--- src/rtl/store_unit_if.sv ---
// Issue-side request and memory write-port signals of the store unit.
// The slave modport is the store unit; master is the issue stage / memory environment.
interface store_unit_if #(
  parameter int unsigned XLEN   = 32,
  parameter int unsigned ADDR_W = 32
);
  localparam int unsigned NB = XLEN / 8;

  logic              in_valid;
  logic              in_ready;
  logic [24:0]       instruction_code;
  logic [XLEN-1:0]   rs1_val;
  logic [XLEN-1:0]   rs2_val;
  logic              mem_req_valid;
  logic              mem_req_ready;
  logic [ADDR_W-1:0] mem_addr;
  logic [XLEN-1:0]   mem_wdata;
  logic [NB-1:0]     mem_be;
  logic              mem_ack;
  logic              done;
  logic              fault;
  logic              busy;

  modport master (
    output in_valid, instruction_code, rs1_val, rs2_val, mem_req_ready, mem_ack,
    input  in_ready, mem_req_valid, mem_addr, mem_wdata, mem_be, done, fault, busy
  );

  modport slave (
    input  in_valid, instruction_code, rs1_val, rs2_val, mem_req_ready, mem_ack,
    output in_ready, mem_req_valid, mem_addr, mem_wdata, mem_be, done, fault, busy
  );
endinterface

--- src/rtl/store_unit.sv ---
// Store execution unit: decodes an S-type store, aligns data/byte enables and
// issues one or two write beats on a valid/ready memory port.
module store_unit #(
  parameter int unsigned XLEN           = 32,
  parameter int unsigned ADDR_W         = 32,
  parameter int unsigned MISALIGN_SPLIT = 1
) (
  input logic         clk,
  input logic         rst,
  store_unit_if.slave bus
);
  localparam int unsigned NB  = XLEN / 8;
  localparam int unsigned OFF = $clog2(NB);

  typedef enum logic [2:0] {StIdle, StReq1, StWait1, StReq2, StWait2, StFlt} state_e;

  state_e            state_q;
  logic              in_ready_q;
  logic              mem_req_valid_q;
  logic [ADDR_W-1:0] mem_addr_q;
  logic [XLEN-1:0]   mem_wdata_q;
  logic [NB-1:0]     mem_be_q;
  logic              done_q;
  logic              fault_q;
  logic              busy_q;
  logic              crossing_q;
  logic [NB-1:0]     be_hi_q;
  logic [XLEN-1:0]   wdata_hi_q;

  logic [2:0]        func3;
  logic [11:0]       imm;
  logic [XLEN-1:0]   ea;
  logic [OFF-1:0]    off;
  logic [3:0]        nbytes;
  logic [NB-1:0]     size_mask;
  logic              legal;
  logic              crossing;
  logic [2*NB-1:0]   be_wide;
  logic [2*XLEN-1:0] wdata_wide;
  logic              unused_bits;

  assign unused_bits = ^bus.instruction_code[17:8];

  // Shifting into a double-width vector yields beat1 in the low half and the
  // spill-over for beat2 in the high half.
  always_comb begin
    func3      = bus.instruction_code[7:5];
    imm        = {bus.instruction_code[24:18], bus.instruction_code[4:0]};
    ea         = bus.rs1_val + {{(XLEN-12){imm[11]}}, imm};
    off        = ea[OFF-1:0];
    nbytes     = 4'd1 << func3[1:0];
    size_mask  = NB'((16'd1 << nbytes) - 16'd1);
    legal      = (func3 <= 3'd2) || ((func3 == 3'd3) && (XLEN == 64));
    crossing   = (32'(off) + 32'(nbytes)) > NB;
    be_wide    = {{NB{1'b0}}, size_mask} << off;
    wdata_wide = {{XLEN{1'b0}}, bus.rs2_val} << {off, 3'b000};
  end

  always_ff @(posedge clk) begin
    if (rst) begin
      state_q         <= StIdle;
      in_ready_q      <= 1'b1;
      mem_req_valid_q <= 1'b0;
      mem_addr_q      <= '0;
      mem_wdata_q     <= '0;
      mem_be_q        <= '0;
      done_q          <= 1'b0;
      fault_q         <= 1'b0;
      busy_q          <= 1'b0;
      crossing_q      <= 1'b0;
      be_hi_q         <= '0;
      wdata_hi_q      <= '0;
    end else begin
      done_q  <= 1'b0;
      fault_q <= 1'b0;
      case (state_q)
        StIdle: begin
          if (bus.in_valid) begin
            in_ready_q <= 1'b0;
            busy_q     <= 1'b1;
            crossing_q <= crossing;
            be_hi_q    <= be_wide[2*NB-1:NB];
            wdata_hi_q <= wdata_wide[2*XLEN-1:XLEN];
            if (!legal || (crossing && (MISALIGN_SPLIT == 0))) begin
              state_q <= StFlt;
              fault_q <= 1'b1;
            end else begin
              state_q         <= StReq1;
              mem_req_valid_q <= 1'b1;
              mem_addr_q      <= {ea[ADDR_W-1:OFF], {OFF{1'b0}}};
              mem_wdata_q     <= wdata_wide[XLEN-1:0];
              mem_be_q        <= be_wide[NB-1:0];
            end
          end
        end
        StReq1: begin
          if (bus.mem_req_ready) begin
            state_q         <= StWait1;
            mem_req_valid_q <= 1'b0;
          end
        end
        StWait1: begin
          if (bus.mem_ack) begin
            if (crossing_q) begin
              state_q         <= StReq2;
              mem_req_valid_q <= 1'b1;
              mem_addr_q      <= mem_addr_q + ADDR_W'(NB);
              mem_wdata_q     <= wdata_hi_q;
              mem_be_q        <= be_hi_q;
            end else begin
              state_q    <= StIdle;
              done_q     <= 1'b1;
              in_ready_q <= 1'b1;
              busy_q     <= 1'b0;
            end
          end
        end
        StReq2: begin
          if (bus.mem_req_ready) begin
            state_q         <= StWait2;
            mem_req_valid_q <= 1'b0;
          end
        end
        StWait2: begin
          if (bus.mem_ack) begin
            state_q    <= StIdle;
            done_q     <= 1'b1;
            in_ready_q <= 1'b1;
            busy_q     <= 1'b0;
          end
        end
        default: begin
          state_q         <= StIdle;
          mem_req_valid_q <= 1'b0;
          in_ready_q      <= 1'b1;
          busy_q          <= 1'b0;
        end
      endcase
    end
  end

  assign bus.in_ready      = in_ready_q;
  assign bus.mem_req_valid = mem_req_valid_q;
  assign bus.mem_addr      = mem_addr_q;
  assign bus.mem_wdata     = mem_wdata_q;
  assign bus.mem_be        = mem_be_q;
  assign bus.done          = done_q;
  assign bus.fault         = fault_q;
  assign bus.busy          = busy_q;
endmodule

--- src/flat_wrapper.sv ---
// flat-port wrapper written by rule: the top's interface ports become plain ports
module store_unit_flat 
#(
  parameter int unsigned XLEN           = 32,
  parameter int unsigned ADDR_W         = 32,
  parameter int unsigned MISALIGN_SPLIT = 1
)
  (clk, rst, bus_in_valid, bus_instruction_code, bus_rs1_val, bus_rs2_val, bus_mem_req_ready, bus_mem_ack, bus_in_ready, bus_mem_req_valid, bus_mem_addr, bus_mem_wdata, bus_mem_be, bus_done, bus_fault, bus_busy);
  store_unit_if #(.XLEN(XLEN), .ADDR_W(ADDR_W)) bus_i ();
  input logic clk;
  input logic rst;
  input wire logic [$bits(bus_i.in_valid)-1:0] bus_in_valid;
  input wire logic [$bits(bus_i.instruction_code)-1:0] bus_instruction_code;
  input wire logic [$bits(bus_i.rs1_val)-1:0] bus_rs1_val;
  input wire logic [$bits(bus_i.rs2_val)-1:0] bus_rs2_val;
  input wire logic [$bits(bus_i.mem_req_ready)-1:0] bus_mem_req_ready;
  input wire logic [$bits(bus_i.mem_ack)-1:0] bus_mem_ack;
  output wire logic [$bits(bus_i.in_ready)-1:0] bus_in_ready;
  output wire logic [$bits(bus_i.mem_req_valid)-1:0] bus_mem_req_valid;
  output wire logic [$bits(bus_i.mem_addr)-1:0] bus_mem_addr;
  output wire logic [$bits(bus_i.mem_wdata)-1:0] bus_mem_wdata;
  output wire logic [$bits(bus_i.mem_be)-1:0] bus_mem_be;
  output wire logic [$bits(bus_i.done)-1:0] bus_done;
  output wire logic [$bits(bus_i.fault)-1:0] bus_fault;
  output wire logic [$bits(bus_i.busy)-1:0] bus_busy;
  assign bus_i.in_valid = bus_in_valid;
  assign bus_i.instruction_code = bus_instruction_code;
  assign bus_i.rs1_val = bus_rs1_val;
  assign bus_i.rs2_val = bus_rs2_val;
  assign bus_i.mem_req_ready = bus_mem_req_ready;
  assign bus_i.mem_ack = bus_mem_ack;
  assign bus_in_ready = bus_i.in_ready;
  assign bus_mem_req_valid = bus_i.mem_req_valid;
  assign bus_mem_addr = bus_i.mem_addr;
  assign bus_mem_wdata = bus_i.mem_wdata;
  assign bus_mem_be = bus_i.mem_be;
  assign bus_done = bus_i.done;
  assign bus_fault = bus_i.fault;
  assign bus_busy = bus_i.busy;
  store_unit #(.XLEN(XLEN), .ADDR_W(ADDR_W), .MISALIGN_SPLIT(MISALIGN_SPLIT)) u_core (.clk(clk), .rst(rst), .bus(bus_i));
endmodule
--- config.mk ---
export PLATFORM = sky130hd
export DESIGN_NAME = store_unit_flat
export DESIGN_NICKNAME = d
export VERILOG_FILES = /design/src/rtl/store_unit_if.sv /design/src/rtl/store_unit.sv /design/src/flat_wrapper.sv
export SDC_FILE = /design/constraint.sdc
export NUM_CORES = 1
export LEC_CHECK = 0
export ABC_AREA = 1
export CORE_UTILIZATION = 30
export CTS_CLUSTER_SIZE = 30
export DETAILED_ROUTE_END_ITERATION = 8
export SLEW_MARGIN = 40
export SYNTH_ARGS = -nofsm -noshare
export SYNTH_HDL_FRONTEND = slang
export SYNTH_SLANG_ARGS = --single-unit
--- constraint.sdc ---
create_clock -name clk -period 2.15 [get_ports clk]
set_input_delay 0.215 -clock clk [delete_from_list [all_inputs] [get_ports clk]]
set_output_delay 0.215 -clock clk [all_outputs]
set_load 0.1 [all_outputs]
==> flow_summary.yaml <==
timing:
  setup_slack_ns: 0.155
  timing_hold_violations_final: 0
  rsz0062_at_grt: "false"
  setup_violations: 0
  period_needed_ns: 2.00
  fmax_mhz: 501
  fin_crit_sh: 0.928
  whs_ns: 0.438
  slew_violations: 0
  final.setup_skew_ns: 0.0114
worst_setup_path:
  r2r_cells: 7
  cp-endpoint: "u_core.crossing_q$_SDFFE_PP0P_"
  critPathArrivalTime_ns: 2.29
  cp_num_cells: 9
  end_kind: "register"
  reg2reg_slack_ns: 0.29
  slowest_stage: "fa_2"
  crit_chain: "clkdlybuf4s50_1 -> inv_1 -> fa_2 -> inv_2 -> fa_1 -> nor2_1 -> a21oi_1 -> o21ai_1 -> a31oi_1"
  critPathKind: "in -> reg"
  critical_path.top_delay_family: "adder cells"
  cp_data_required_time_ns: 2.44
  crit_start: "bus_instruction_code[1]"
  r2r-start: "u_core.bus.mem_addr[16]$_SDFFE_PP0P_"
  worstSetupStartpointType: "input port"
  cpPeakStageDelay_ns: 0.57
  worst-path-buf-inv: 3
  crit_path_max_fanout: 2
  r2r_end: "u_core.bus.mem_addr[20]$_SDFFE_PP0P_"
cells_and_area:
  final_area_um2: 10700
  layout_commonest_cell: "nand2_1"
  fill_cells: 2783
  num-nets-final: 1622
  num_antenna_cells: 0
  drive_above_1_share: 0.173
  synthToLayoutAreaGrowth_pct: 39.3
  layout_common_cells: "nand2_1 (352), buf_4 (185), a21oi_1 (136)"
synth:
  synth.avg_cell_area_um2: 6.10
  yosysSeqAreaShare: 0.267
  yosysWarnings: 0
  syn_area_um2: 7660
  ys_seq_elements: 102
  synthCells: 1255
  synth.distinct_cells: 40
floorplan:
  fp-row-count: 58
  io_pins: 167
  die_w_um: 162
  coreArea_um2: 25100
  die_area_um2: 26200
  die_y_um: 162
  initial_core_util: 0.305
clock_tree:
  post_cts_buffers: 0
  cts_hold_buffers: 0
  cts_root_buf: "clkbuf_16"
  cts.sinks: 102
  cts_buffers: 9
  cts.path.max_buffers: 2
  clk_latency_ns: 0.36
  cts_tree: "done"
  clk_pin_slew_worst_paths_ns: 0.08
  htreeDepth: 3
  cts_resized: 0
run:
  cap_violations: 0
worst_hold_path:
  min_path_type: "in -> reg"
  holdPathStages: 3
placed_design:
  port-buffer-count: 154
  placedInstanceArea_um2: 10300
  dp_slack_ns: -0.374
  hpwl_um: 21800
  place_congestion: 0.962
grt:
  grt_pass1_vias: 8349
  grt_use_total: 0.209
  grt_antenna_before_repair: 0
  grt_pass1_wl_um: 43400
  grt-ovfl-total: 0
  grt_max_degree: 43
route:
  drt-total-wl_um: 27500
  ant_nets: 0
  via_per_inst: 4.95
  drc: 0
  dr.pass1.iters: 7
  drtIter0Drc: 640
  drt-wirelength-per-cell_um: 15.1
  vias: 9033
pwr:
  peakVddDrop_uv: 1370
  p_per_area_nw_per_um2: 1470
  p_leak_nw: 5.00
status:
  status: "finished, final reports clean"
## state kept, by name, indices dropped and copies added, names as in the netlist
| name | cells |
|---|---|
| u_core.state_q | 3 |
| u_core.bus.mem_wdata | 32 |
| u_core.bus.busy | 1 |
| u_core.bus.in_ready | 1 |
| u_core.bus.mem_req_valid | 1 |
| u_core.bus.fault | 1 |
| u_core.wdata_hi_q | 24 |
| u_core.bus.done | 1 |
| u_core.be_hi_q | 3 |
| u_core.bus.mem_addr | 30 |
| u_core.crossing_q | 1 |
| u_core.bus.mem_be | 4 |
## area by class of cell
type,count,area [um2],share of cell area
Tap cell,330,413,0.0387
Clock inverter,6,55.1,0.00516
Timing Repair Buffer,280,2470,0.232
Clock buffer,9,225,0.0211
Inverter,136,513,0.0481
Multi-Input combinational cell,963,4940,0.463
Sequential cell,102,2050,0.192
## tightest hold or removal path: cells and delay by family
kind | cells | cell delay (ns)
buffers and inverters | 2 | 0.48
AOI/OAI and AO/OA | 1 | 0.05
## metrics by stage
| stage | total power, mW | utilization | std cells | setup TNS [ns] |
|---|---|---|---|---|
| after floorplan | 11.1 | - | 1256 | 0 |
| after global placement | 14.0 | 0.409 | 1810 | -14.56 |
| after CTS | 15.7 | 0.420 | 1825 | 0 |
| after detailed placement | 14.1 | 0.409 | 1810 | -14.76 |
| final | 15.7 | 0.425 | 1826 | 0 |
| after global routing | 16.6 | 0.425 | 1826 | 0 |
## power by group
group / switching [mW] / internal, mW
sequential: 0.742 / 2.64
combinational: 7.84 / 2.85
clock: 0.803 / 0.803
## cells by family (layout without fill, tap and decap cells)
family | Yosys count | count (layout) | synth area share
and+or+nand+nor | 592 | 592 | 0.323
AOI/OAI and AO/OA | 302 | 302 | 0.213
buffers and inverters | 191 | 431 | 0.100
DFF | 102 | 102 | 0.267
adders and majority gates | 36 | 36 | 0.0608
xor gates and xnor gates | 31 | 31 | 0.0354
other | 1 | 2 | 0.000489
## Yosys cell counts, drive strengths merged
cell | instances | area [um2]
o31ai | 1 | 7.51
nor3b | 1 | 7.51
nand2 | 355 | 1340
nor3 | 23 | 115
a21oi | 140 | 701
clkbuf | 35 | 131
and3 | 1 | 6.26
nor2 | 113 | 449
o21bai | 5 | 37.5
a21o | 3 | 22.5
a31oi | 20 | 125
buf | 20 | 125
and2 | 1 | 6.26
conb | 1 | 3.75
or2 | 5 | 31.3
a211oi | 18 | 145
xnor2 | 7 | 61.3
nand3b | 8 | 60.1
a22oi | 1 | 7.51
o211ai | 5 | 37.5
xor2 | 24 | 210
o21ai | 109 | 549
ha | 34 | 425
dfxtp | 102 | 2040
inv | 136 | 513
nand3 | 63 | 328
nand4 | 22 | 138
fa | 2 | 40.0
## worst min-delay path by stage
stage                                            start                                  to  slack [ns]
CTS                                        bus_mem_ack          u_core.bus.done$_SDFF_PP0_        0.43
detailed placement  u_core.wdata_hi_q[11]$_SDFFE_PP0P_  u_core.wdata_hi_q[11]$_SDFFE_PP0P_        0.46
global placement    u_core.wdata_hi_q[12]$_SDFFE_PP0P_  u_core.wdata_hi_q[12]$_SDFFE_PP0P_        0.45
floorplan                                  bus_mem_ack          u_core.bus.done$_SDFF_PP0_        0.37
finish                                     bus_mem_ack          u_core.bus.done$_SDFF_PP0_        0.44
global route                               bus_mem_ack          u_core.bus.done$_SDFF_PP0_        0.47
## per-layer routing
metal	up-vias	global-route usage	wire, um
met4	0	0.0643	717
met3	35	0.0289	1440
met1	4088	0.272	12300
met2	289	0.356	13000
met5	-	0	0
li1	4621	-	-
No activity file was read; power rests on OpenSTA's default activity.
